==> config.mk <==
export PLATFORM = sky130hd
export DESIGN_NAME = booth_iter_mult_ctrl
export DESIGN_NICKNAME = d
export VERILOG_FILES = /design/src/rtl/booth_pkg.sv /design/src/rtl/booth_pp_gen.sv /design/src/rtl/booth_iter_mult_ctrl.sv
export SDC_FILE = /design/constraint.sdc
export NUM_CORES = 1
export LEC_CHECK = 0
export CELL_PAD_IN_SITES_DETAIL_PLACEMENT = 1
export CELL_PAD_IN_SITES_GLOBAL_PLACEMENT = 1
export CORE_MARGIN = 2
export CORE_UTILIZATION = 45
export CTS_BUF_LIST = sky130_fd_sc_hd__clkbuf_16
export DETAILED_ROUTE_END_ITERATION = 16
export GPL_TIMING_DRIVEN = 0
export PLACE_DENSITY_LB_ADDON = 0.1
export SETUP_SLACK_MARGIN = 0.3
export SYNTH_ARGS = -nofsm -noshare
export SYNTH_HDL_FRONTEND = slang
export SYNTH_SLANG_ARGS = --single-unit
export TNS_END_PERCENT = 10
==> constraint.sdc <==
create_clock -name clk -period 7.9 [get_ports clk]
set_input_delay 0.79 -clock clk [delete_from_list [all_inputs] [get_ports clk]]
set_output_delay 0.79 -clock clk [all_outputs]
set_load 0.02 [all_outputs]
==> src/rtl/booth_pkg.sv <==
// Shared types and helpers for the iterative radix-4 Booth multiplier.
// Weight codes are 3-bit two's-complement multiples of the multiplicand.
package booth_pkg;

  typedef enum logic [1:0] {
    IDLE = 2'b00,
    RUN  = 2'b01,
    DONE = 2'b10
  } state_t;

  localparam logic [2:0] WT_ZERO = 3'b000;
  localparam logic [2:0] WT_P1   = 3'b001;
  localparam logic [2:0] WT_P2   = 3'b010;
  localparam logic [2:0] WT_N2   = 3'b110;
  localparam logic [2:0] WT_N1   = 3'b111;

  // Recode one overlapping multiplier triplet {b[2k+1], b[2k], b[2k-1]}.
  function automatic logic [2:0] booth_enc(input logic [2:0] triplet);
    logic [2:0] w_code;
    case (triplet)
      3'b000, 3'b111: w_code = WT_ZERO;
      3'b001, 3'b010: w_code = WT_P1;
      3'b011:         w_code = WT_P2;
      3'b100:         w_code = WT_N2;
      default:        w_code = WT_N1;
    endcase
    return w_code;
  endfunction

endpackage

==> src/rtl/booth_pp_gen.sv <==
// Combinational Booth partial-product generator: weight * a, sign-extended to 2W.
// W+2 bits of headroom cover -2 * (-2^(W-1)) without overflow.
module booth_pp_gen
  import booth_pkg::*;
#(
  parameter int W = 8
) (
  input  logic [2:0]     weight,
  input  logic [W-1:0]   a,
  output logic [2*W-1:0] pp
);

  logic [W+1:0] w_a_ext;
  logic [W+1:0] w_a_dbl;
  logic [W+1:0] w_pp_n;

  assign w_a_ext = {{2{a[W-1]}}, a};
  assign w_a_dbl = {w_a_ext[W:0], 1'b0};

  always_comb begin
    w_pp_n = '0;
    case (weight)
      WT_P1:   w_pp_n = w_a_ext;
      WT_P2:   w_pp_n = w_a_dbl;
      WT_N1:   w_pp_n = -w_a_ext;
      WT_N2:   w_pp_n = -w_a_dbl;
      default: w_pp_n = '0;
    endcase
  end

  assign pp = {{(W-2){w_pp_n[W+1]}}, w_pp_n};

endmodule

==> src/rtl/booth_iter_mult_ctrl.sv <==
// Iterative signed radix-4 Booth multiplier: one Booth digit per clock into a
// 2W-bit accumulator, with valid/ready handshakes on operand and result sides.
module booth_iter_mult_ctrl
  import booth_pkg::*;
#(
  parameter int W      = 8,
  parameter int STEP_W = $clog2(W/2)
) (
  input  logic           clk,
  input  logic           rst,
  input  logic           in_valid,
  output logic           in_ready,
  input  logic [W-1:0]   a,
  input  logic [W-1:0]   b,
  output logic           out_valid,
  input  logic           out_ready,
  output logic [2*W-1:0] product,
  output logic           busy
);

  localparam logic [STEP_W-1:0] LAST_STEP = STEP_W'(W/2 - 1);

  state_t             r_state;
  state_t             w_state_next;
  logic [2*W-1:0]     r_acc;
  logic [W-1:0]       r_a_q;
  logic [W-1:0]       r_b_q;
  logic [STEP_W-1:0]  r_step;

  logic               w_load;
  logic [W:0]         w_b_ext;
  logic [2:0]         w_trip [W/2];
  logic [2:0]         w_weight;
  logic [2*W-1:0]     w_pp;
  logic [2*W-1:0]     w_pp_shift;

  // Multiplier with the implicit b[-1]=0 appended, then split into digit triplets.
  assign w_b_ext = {r_b_q, 1'b0};

  for (genvar gi = 0; gi < W/2; gi++) begin : g_digit
    assign w_trip[gi] = w_b_ext[2*gi +: 3];
  end

  assign w_weight   = booth_enc(w_trip[r_step]);
  assign w_pp_shift = w_pp << {r_step, 1'b0};

  booth_pp_gen #(.W(W)) u_pp_gen (
    .weight (w_weight),
    .a      (r_a_q),
    .pp     (w_pp)
  );

  assign w_load = in_valid & in_ready;

  // State register
  always_ff @(posedge clk or posedge rst) begin
    if (rst) begin
      r_state <= IDLE;
    end else begin
      r_state <= w_state_next;
    end
  end

  // Next-state logic
  always_comb begin
    w_state_next = r_state;
    case (r_state)
      IDLE: if (w_load) w_state_next = RUN;
      RUN:  if (r_step == LAST_STEP) w_state_next = DONE;
      DONE: begin
        if (out_ready) w_state_next = in_valid ? RUN : IDLE;
      end
      default: w_state_next = IDLE;
    endcase
  end

  // Outputs; product is masked outside DONE so partial sums never leak.
  always_comb begin
    in_ready  = !rst && ((r_state == IDLE) || ((r_state == DONE) && out_ready));
    out_valid = (r_state == DONE);
    busy      = (r_state == RUN);
    product   = (r_state == DONE) ? r_acc : '0;
  end

  // Operand capture and digit-serial accumulation
  always_ff @(posedge clk or posedge rst) begin
    if (rst) begin
      r_acc  <= '0;
      r_a_q  <= '0;
      r_b_q  <= '0;
      r_step <= '0;
    end else if (w_load) begin
      r_acc  <= '0;
      r_a_q  <= a;
      r_b_q  <= b;
      r_step <= '0;
    end else if (r_state == RUN) begin
      r_acc  <= r_acc + w_pp_shift;
      r_step <= r_step + STEP_W'(1);
    end
  end

endmodule
==> results.md, run 1 <==
* Status: finished, final reports clean
* # port buffers at 38
* H-tree depth at 2
* Crit path kind: flop to flop
* Final hold viol count at 0
* Design area at 3680 um2
* Largest net degree at the start of global routing at 37
* ANT nets after route at 0
* DRT Wirelength at 8810 um
* Pins Over Slew Limit at 0
* Min-Delay Path Class: flop to flop
* # DRC at 0
* Crit path max fanout at 10
* Syn_area_per_cell at 8.89 um2
* Initial antenna violation count at 0
* Slew @ Worst Pin at 0.798 ns
* Met3 Track Usage GR at between 3 and 4%
* Post-CTS Hold Buffers at 0
* CTS Buffer Depth at 2
* Fmax achieved at around 0.23 GHz
* Most frequent cells in the layout: clkdlybuf4s50_1, dfrtp_1, nand2_1
* GRT Max-Usage Layer: met2
* CTS tree: done
* Flop and latch count out of synthesis at 36
* Placed cell areas at ~3500 um2
* Warnings from Yosys at 0
* Synth Flop Type: dfrtp_1
* Worst Skew at 0.00469 ns
* Post-route minimum period at between 4 and 5 ns
* Yosys top cell area share at 29.7%
* I/O Pins at 39
* DRT iter0 DRCs at 101
* Drt first pass iters at 4
* Floorplan Core Area at 6420 um2
* Max-Cap Viols at 0
* CTS root buffer: clkbuf_16
* CP Capture Type: flop
* Synth top area cells: dfrtp_1, ha_1, o21ai_0, mux2_2, nand2_1
* Die footprint at 7410 um2
* TritonCTS Buffers at 5
* Layout cells sized above 1 at 10.1%
* Post-CTS setup buffer count at 0
* Clk slew on worst S/H paths at 0.06 ns
* Fin crit share at between 50% and 60%
* Initial Util at 47.2%
* GRT met2 Usage at 44.6%
* Die Y at 86.1 um
* Die Span X at 86.1 um
* Worst-skew pair later-pin latency at 0.29 ns
* Fin util at 57.3%
* RSZ-0062 raised after global routing: false
* Setup_tns at 0 ns
* Global-route wire length before repair at 14900 um
* Met1 Resource Use GR at 33.1%
* Post-synth EDFFs at 0
* Max_slew headroom at 46.7%
* Synth cell types at 61
* Post-CTS resize count at 0
* Syn_nets at 381
* # diodes at 0
* Rows at 29
* CP arrival at 4.49 ns
* GP Congestion at between 0.8 and 0.9
* Post-synth top area cell: dfrtp_1
* Via density at 5.95
* DR vias at 2760
* Vias in the first global route at around 2.9k
* Hold_ws at ~0.5 ns
* Post-synthesis cell count at between 300 and 400
* Final Setup Violations at 0
* Sequential cell area fraction in the yosys report at between 20% and 30%
* Final net count at 426
* WL/cell at between 15 and 20 um
* CTS Sinks at 36
* Global route total overflow at 0
* Worst EP required at 8.07 ns
* Total GRT Usage at 25.7%
* Post-synth ARST share at 100%
* Startpoint types: flop
* Mapped cell area at 3030 um2
* Commonest non-fill, non-tap cell in the layout: clkdlybuf4s50_1
* Area Growth Syn to Fin at 21.4%
* Dpl hpwl at around 6400 um
## synth_stat cells, types with 3 or more instances
cell / instances
mux2i_1: 11
a21boi_0: 3
a211o_1: 4
clkbuf_1: 12
a21oi_1: 21
nor2_1: 17
nand2b_1: 6
or3_1: 3
dfrtp_1: 36
o22ai_1: 5
a21o_1: 8
o21ai_1: 4
nand2_1: 35
inv_1: 11
and2_1: 17
a22o_1: 3
xor2_1: 7
a31oi_1: 3
xnor2_1: 12
a211oi_1: 3
mux2_2: 12
o21ai_0: 29
nor3_1: 8
ha_1: 19
## flip-flops by register name, summed over array words and instances, names as in the netlist
register	count
r_a_q	8
r_b_q	8
r_acc	16
r_state	2
r_step	2
## logic make-up after synthesis
group	synth area share [%]
AOI/OAI and AO/OA	23.5
muxes	10.2
DFF	29.7
xor gates and xnor gates	6.40
buffers and inverters	4.54
and+or+nand+nor	17.2
adders and majority gates	8.51
## layer usage
metal	vias up	routed length [um]
met5	-	0
met4	0	156
met3	12	206
met2	43	4350
met1	1378	4090
li1	1327	-
## critical path, stage by stage, from the launching register on
cell,delay (ns)
dfrtp_1,0.47
mux4_1,0.69
buf_4,0.23
nor3_2,0.34
a21oi_1,0.07
o21ai_0,0.29
mux2i_1,0.17
o22ai_1,0.19
ha_1,0.31
o21a_1,0.18
o21ai_0,0.27
a21oi_1,0.13
a211oi_1,0.39
xnor2_1,0.24
nor3_2,0.06
o21bai_1,0.17
## area by class of cell
| class | instances | area, um2 |
|---|---|---|
| well taps | 77 | 96.3 |
| clock inverters | 3 | 46.3 |
| repair buffers | 38 | 380 |
| fillers | 758 | 2740 |
| inverters | 14 | 52.6 |
| flip-flops and latches | 36 | 901 |
| multi-input cells | 274 | 1990 |
| plain buffers | 17 | 85.1 |
| clock buffers | 5 | 125 |
## worst paths after layout
check	endpoint	slack, ns	startpoint	depth (start not counted)
setup / recovery	r_acc[15]$_DFFE_PP0P_	3.59	r_step[0]$_DFFE_PP0P_	15
hold / removal	r_state[0]$_DFFE_PP0P_	0.51	r_state[1]$_DFFE_PP0P_	1
setup reg to reg	r_acc[15]$_DFFE_PP0P_	3.59	r_step[0]$_DFFE_PP0P_	15
hold reg to reg	r_state[0]$_DFFE_PP0P_	0.51	r_state[1]$_DFFE_PP0P_	1
max in group asynchronous	r_a_q[2]$_DFFE_PP0P_	6.39	rst	2
min in group asynchronous	r_acc[15]$_DFFE_PP0P_	1.01	rst	2
## metrics by stage
stage / worst slack (ns) / cells
floorplan: 4.35 / 341
global placement: 3.83 / 456
detailed placement: 3.74 / 456
CTS: 3.64 / 464
global route: 3.32 / 464
finish: 3.59 / 464
Power of run 1 is not shown: default switching activity piles up to over one toggle a cycle in this logic, so the estimate is an artifact.
==> inputs of run 2 (changes only) <==
--- a/config.mk
+++ b/config.mk
@@ -8,7 +8,7 @@
 export CELL_PAD_IN_SITES_DETAIL_PLACEMENT = 1
 export CELL_PAD_IN_SITES_GLOBAL_PLACEMENT = 1
 export CORE_MARGIN = 2
-export CORE_UTILIZATION = 45
+export CORE_UTILIZATION = 39
 export CTS_BUF_LIST = sky130_fd_sc_hd__clkbuf_16
 export DETAILED_ROUTE_END_ITERATION = 16
 export GPL_TIMING_DRIVEN = 0
==> constraint.sdc (replaced) <==
create_clock -name clk -period 3.64 [get_ports clk]
set_input_delay 0.364 -clock clk [delete_from_list [all_inputs] [get_ports clk]]
set_output_delay 0.364 -clock clk [all_outputs]
set_load 0.02 [all_outputs]
==> results.md, run 2 (synthesis gave the netlist of run 1 again) <==
* Status: complete, but fails checks
* Violated checks: negative setup slack
* WL/cell at 20.0 um (+5.2%)
* Dpl hpwl at 6630 um (+3.0%)
* Clk slew on worst S/H paths at 0.07 ns (about the same)
* CTS tree: done
* Crit path buf inv count at 0 (-1)
* Worst-skew pair later-pin latency at 0.29 ns (about the same)
* Max-Cap Viols at 0 (unchanged)
* Family with the most delay on the worst path: compound AO/OA/AOI/OAI gates
* Worst EP required at 3.81 ns (-4.26 ns)
* Vias in the first global route at 3106 (+5.9%)
* I/O Pins at 39 (unchanged)
* Initial Util at 39.8% (-7.3 points)
* Layout cells sized above 1 at 27.0% (+17 points)
* H-tree depth at 2 (unchanged)
* TritonCTS Buffers at 5 (unchanged)
* Final hold viol count at 0 (unchanged)
* DRT iter0 DRCs at 108 (+6.9%)
* Rows at 32 (+10%)
* Fin worst setup slack at -0.215 ns (-3.80 ns)
* Min-Delay Path Class: flop to flop
* Commonest non-fill, non-tap cell in the layout: clkdlybuf4s50_1
* DR vias at 2940 (+6.5%)
* GP Congestion at 0.895 (+1.5%)
* Fin crit share at 106% (+51 points)
* R2r setup slk at -0.22 ns (-3.80 ns)
* Design area at 4150 um2 (+13%)
* Most frequent cells in the layout: clkdlybuf4s50_1, nand2_1, dfrtp_1
* CTS Sinks at 36 (unchanged)
* Global route total overflow at 0 (unchanged)
* Largest Register: r_acc
* Slew @ Worst Pin at 0.833 ns (+0.0355 ns)
* # diodes at 0 (unchanged)
* Post-route minimum period at 3.86 ns (-0.458 ns)
* Crit path top cell by count: a21o_1
* Biggest regs: r_acc (16), r_a_q (8), r_b_q (8)
* CTS Buffer Depth at 2 (unchanged)
* Fmax achieved at 0.259 GHz (+12%)
* Setup_tns at -0.558 ns (-0.558 ns)
* Die footprint at 8490 um2 (+15%)
* Via density at 5.76 (-3.1%)
* Die Span X at 92.2 um (+7.1%)
* Total GRT Usage at 24.3% (-1.4 points)
* CTS root buffer: clkbuf_16
* Final Setup Violations at 5 (+5)
* DRT Wirelength at 10200 um (+16%)
* Area Growth Syn to Fin at 37.0%
* Max FFs per register at 16 (unchanged)
* Die Y at 92.2 um (+7.1%)
* Startpoint types: flop
* CP arrival at 4.03 ns (-0.46 ns)
* Fillers at 878 (+16%)
* CP Capture Type: flop
* Critical path's slowest cell: or4_4
* Drt first pass iters at 4 (unchanged)
* Crit path max fanout at 3 (-7)
* Crit path kind: flop to flop
* Initial antenna violation count at 0 (unchanged)
* # port buffers at 38 (unchanged)
* Worst path max stage delay at 0.57 ns (-0.12 ns)
* Worst Skew at 0.00918 ns (+0.00449 ns)
* # DRC at 0 (unchanged)
* Max_slew headroom at 44.4% (-2.4 points)
* ANT nets after route at 0 (unchanged)
* RSZ-0062 raised after global routing: true
* Pins Over Slew Limit at 0 (unchanged)
* Global-route wire length before repair at 16300 um (+8.8%)
* Final net count at 447 (+4.9%)
* Placed cell areas at 3540 um2 (+1.1%)
* Largest net degree at the start of global routing at 37 (unchanged)
* Floorplan Core Area at 7610 um2 (+18%)
* CP cell instances: or4_4 > or3_4 > a2111oi_4 > a211oi_4 > nand2_1 > o21ai_2 > mux2i_1 > ha_1 > a21o_1 > a21o_1 > a21o_1 > a211oi_2 > xnor2_2 > nor3_2 > o21bai_1
run 2: layer usage:
metal | wire (um) | up-vias | GRT usage, % | share of wire (%)
li1 | - | 1372 | - | -
met1 | 4360 | 1476 | 29.7 | 43
met2 | 5190 | 69 | 44.8 | 51
met3 | 335 | 23 | 3.70 | 3.3
met4 | 297 | 0 | 5.85 | 2.9
met5 | 0 | - | 0 | 0
run 2: timing repair:
item                       in CTS  in global routing
gates resized for setup        34                 41
pin swaps                      13                 18
buffers inserted               13                  8
hold buffers                    0                  0
setup endpoints to repair      12                 12
run 2: final cells by class:
type | instances | area (um2) | share of cell area, %
Timing Repair Buffer | 59 | 546 | 13.1
Clock inverter | 3 | 46.3 | 1.12
Buffer | 17 | 116 | 2.80
Sequential cell | 36 | 905 | 21.8
Inverter | 14 | 53.8 | 1.30
Clock buffer | 5 | 125 | 3.01
Multi-Input combinational cell | 274 | 2230 | 53.8
Tap cell | 102 | 128 | 3.07
run 2: worst reg2reg max path: stages, from the launching register on:
cell	delay (ns)
dfrtp_2	0.43
or4_4	0.57
or3_4	0.37
a2111oi_4	0.41
a211oi_4	0.08
nand2_1	0.11
o21ai_2	0.08
mux2i_1	0.20
ha_1	0.29
a21o_1	0.18
a21o_1	0.18
a21o_1	0.18
a211oi_2	0.22
xnor2_2	0.21
nor3_2	0.07
o21bai_1	0.17
run 2: worst paths after layout:
path,depth (start not counted),startpoint,to
worst min-delay path,2,r_acc[12]$_DFFE_PP0P_,r_acc[12]$_DFFE_PP0P_
worst max-delay path,15,r_a_q[0]$_DFFE_PP0P_,r_acc[15]$_DFFE_PP0P_
worst min register to register,2,r_acc[12]$_DFFE_PP0P_,r_acc[12]$_DFFE_PP0P_
min in group asynchronous,2,rst,r_b_q[5]$_DFFE_PP0P_
worst max register to register,15,r_a_q[0]$_DFFE_PP0P_,r_acc[15]$_DFFE_PP0P_
max in group asynchronous,2,rst,r_step[0]$_DFFE_PP0P_
run 2: per-stage QoR:
step,hold slack (ns),util (%),setup WS [ns],instances
detailed placement,0.498,46.6,-0.425,481
global placement,0.486,46.6,-0.333,481
floorplan,0.458,-,0.202,341
finish,0.506,54.6,-0.215,510
global route,0.526,54.6,-0.396,510
CTS,0.510,51.9,-0.184,502
Power of run 2 is left out for the same reason.
==> inputs of run 3 (changes only) <==
--- a/config.mk
+++ b/config.mk
@@ -10,8 +10,8 @@
 export CORE_MARGIN = 2
 export CORE_UTILIZATION = 39
 export CTS_BUF_LIST = sky130_fd_sc_hd__clkbuf_16
+export CTS_CLUSTER_DIAMETER = 30
 export DETAILED_ROUTE_END_ITERATION = 16
-export GPL_TIMING_DRIVEN = 0
 export PLACE_DENSITY_LB_ADDON = 0.1
 export SETUP_SLACK_MARGIN = 0.3
 export SYNTH_ARGS = -nofsm -noshare
==> results.md, run 3 (synthesis gave the netlist of run 1 again) <==
* Status: complete, but fails checks
* Violated checks: negative setup slack
* CTS Sinks at 36 (unchanged)
* Worst-skew pair later-pin latency at 0.28 ns (about the same)
* Clk slew on worst S/H paths at 0.06 ns (about the same)
* R2r setup slk at -0.11 ns (+0.11 ns)
* Hold Path End: r_state[0]$_DFFE_PP0P_
* CTS tree: done
* GP Congestion at 0.888 (-0.76%)
* Worst EP required at 3.80 ns (about the same)
* # diodes at 0 (unchanged)
* Setup_tns at -0.443 ns (+0.115 ns)
* Final Setup Violations at 6 (+1)
* Fin worst setup slack at -0.110 ns (+0.105 ns)
* DR vias at 3101 (+5.5%)
* Slew @ Worst Pin at 0.494 ns (-0.339 ns)
* Die footprint at 8490 um2 (unchanged)
* Startpoint types: flop
* Hold_ws at 0.518 ns (+0.0121 ns)
* Crit path kind: flop to flop
* I/O Pins at 39 (unchanged)
* Crit path max fanout at 4 (+1)
* # port buffers at 38 (unchanged)
* Dpl hpwl at 7460 um (+13%)
* CP Capture Type: flop
* H-tree depth at 2 (unchanged)
* Reg2reg start: r_step[0]$_DFFE_PP0P_
* RR Endpoint: r_acc[14]$_DFFE_PP0P_
* ANT nets after route at 0 (unchanged)
* Hold_sp: r_state[1]$_DFFE_PP0P_
* # DRC at 0 (unchanged)
* Floorplan Core Area at 7610 um2 (unchanged)
* Final hold viol count at 0 (unchanged)
* Finished Layout Cells at 557 (+9.2%)
* Post-CTS Hold Buffers at 0 (unchanged)
* Commonest non-fill, non-tap cell in the layout: buf_4
* TritonCTS Buffers at 5 (unchanged)
* Vias in the first global route at 3420 (+10%)
* Global route total overflow at 0 (unchanged)
* Fin crit share at 103% (-2.9 points)
* RSZ-0062 raised after global routing: true
* Die Y at 92.2 um (unchanged)
* Total GRT Usage at 26.3% (+1.9 points)
* CTS Buffer Depth at 2 (unchanged)
* Largest net degree at the start of global routing at 37 (unchanged)
* CTS root buffer: clkbuf_16
* Initial antenna violation count at 0 (unchanged)
* Initial Util at 39.8% (unchanged)
* Area Growth Syn to Fin at 49.8%
* Reg2Reg Depth at 15 (unchanged)
* Rows at 32 (unchanged)
* DRT iter0 DRCs at 47 (-56%)
* Fmax achieved at 0.267 GHz (+2.8%)
* Via density at 5.57 (-3.4%)
* Die Span X at 92.2 um (unchanged)
* Layout cells sized above 1 at 34.5% (+7.5 points)
* Hold path depth at 1 (-1)
* Drt first pass iters at 5 (+1)
* Max-Cap Viols at 0 (unchanged)
* Pins Over Slew Limit at 0 (unchanged)
* Placed instance count at 530 (+10%)
* Worst Skew at 0.00794 ns (-0.00124 ns)
* Global-route wire length before repair at 17500 um (+7.7%)
* WL/cell at 20.0 um (+0.12%)
* Biggest regs: r_acc (16), r_a_q (8), r_b_q (8)
* Post-route minimum period at 3.75 ns (-0.105 ns)
* Max_slew headroom at 67.1% (+23 points)
* Min-Delay Path Class: flop to flop
* Largest Register: r_acc
* Max FFs per register at 16 (unchanged)
* Most frequent cells in the layout: buf_4, clkdlybuf4s50_1, nand2_1, dfrtp_1
* DRT Wirelength at 11100 um (+9.3%)
* Final net count at 494 (+11%)
* CP arrival at 3.91 ns (-0.12 ns)
run 3: cell types whose count changed in the layout (fill, tap and decap cells not counted), moves of 3 or more:
cell      previous run  this run
inv_1                9        12
clkbuf_1            11         0
buf_4               20        78
ha_1                12        19
ha_2                 6         0
o21ai_2              8         5
o21ai_1              4         9
nor3_2               4         1
run 3: worst max-delay path by stage:
stage                          startpoint                     to  slack, ns
global route        r_step[0]$_DFFE_PP0P_  r_acc[15]$_DFFE_PP0P_      -0.31
detailed placement  r_step[0]$_DFFE_PP0P_  r_acc[11]$_DFFE_PP0P_      -0.17
finish              r_step[0]$_DFFE_PP0P_  r_acc[14]$_DFFE_PP0P_      -0.11
CTS                 r_step[0]$_DFFE_PP0P_  r_acc[15]$_DFFE_PP0P_      -0.02
floorplan            r_a_q[2]$_DFFE_PP0P_  r_acc[15]$_DFFE_PP0P_       0.20
global placement     r_a_q[0]$_DFFE_PP0P_  r_acc[15]$_DFFE_PP0P_       -0.1
run 3: per-stage QoR:
stage | setup slack, ns | cell area [um2] | util [%]
floorplan | 0.202 | 3040 | -
global placement | -0.0961 | 3970 | 52.2
detailed placement | -0.170 | 3970 | 52.2
CTS | -0.0200 | 4350 | 57.2
global route | -0.312 | 4540 | 59.7
finish | -0.110 | 4540 | 59.7
run 3: area by class of cell:
type	count	area [um2]
inverter	14	52.6
clock buffer	5	125
sequential	36	902
tap	102	128
multi-input combinational	275	2240
timing repair buffer	122	1050
fill	881	3070
clock inverter	3	38.8
run 3: worst max-delay path, stage by stage (launching register included):
cell,delay (ns)
dfrtp_2,0.44
mux4_2,0.57
buf_6,0.16
buf_6,0.13
a21o_1,0.21
a221oi_2,0.34
buf_4,0.19
nor3_4,0.04
fa_2,0.37
a21o_1,0.17
a21oi_2,0.16
o211ai_1,0.14
a211o_1,0.28
a31oi_1,0.20
xor2_1,0.15
o21ai_0,0.08
run 3: what timing repair did:
item                       CTS  global route
setup endpoints to repair   11            13
pin swaps                   18            26
gates cloned                 1             0
buffers inserted            11             7
resized for setup           30            32
run 3: routing by layer:
metal,global-route usage (%),wire (um),vias up
met3,3.78,365,32
met5,0,0,-
met4,10.9,361,0
met2,48.8,6080,72
li1,-,-,1466
met1,29.9,4330,1531
Power of run 3 is left out for the same reason.
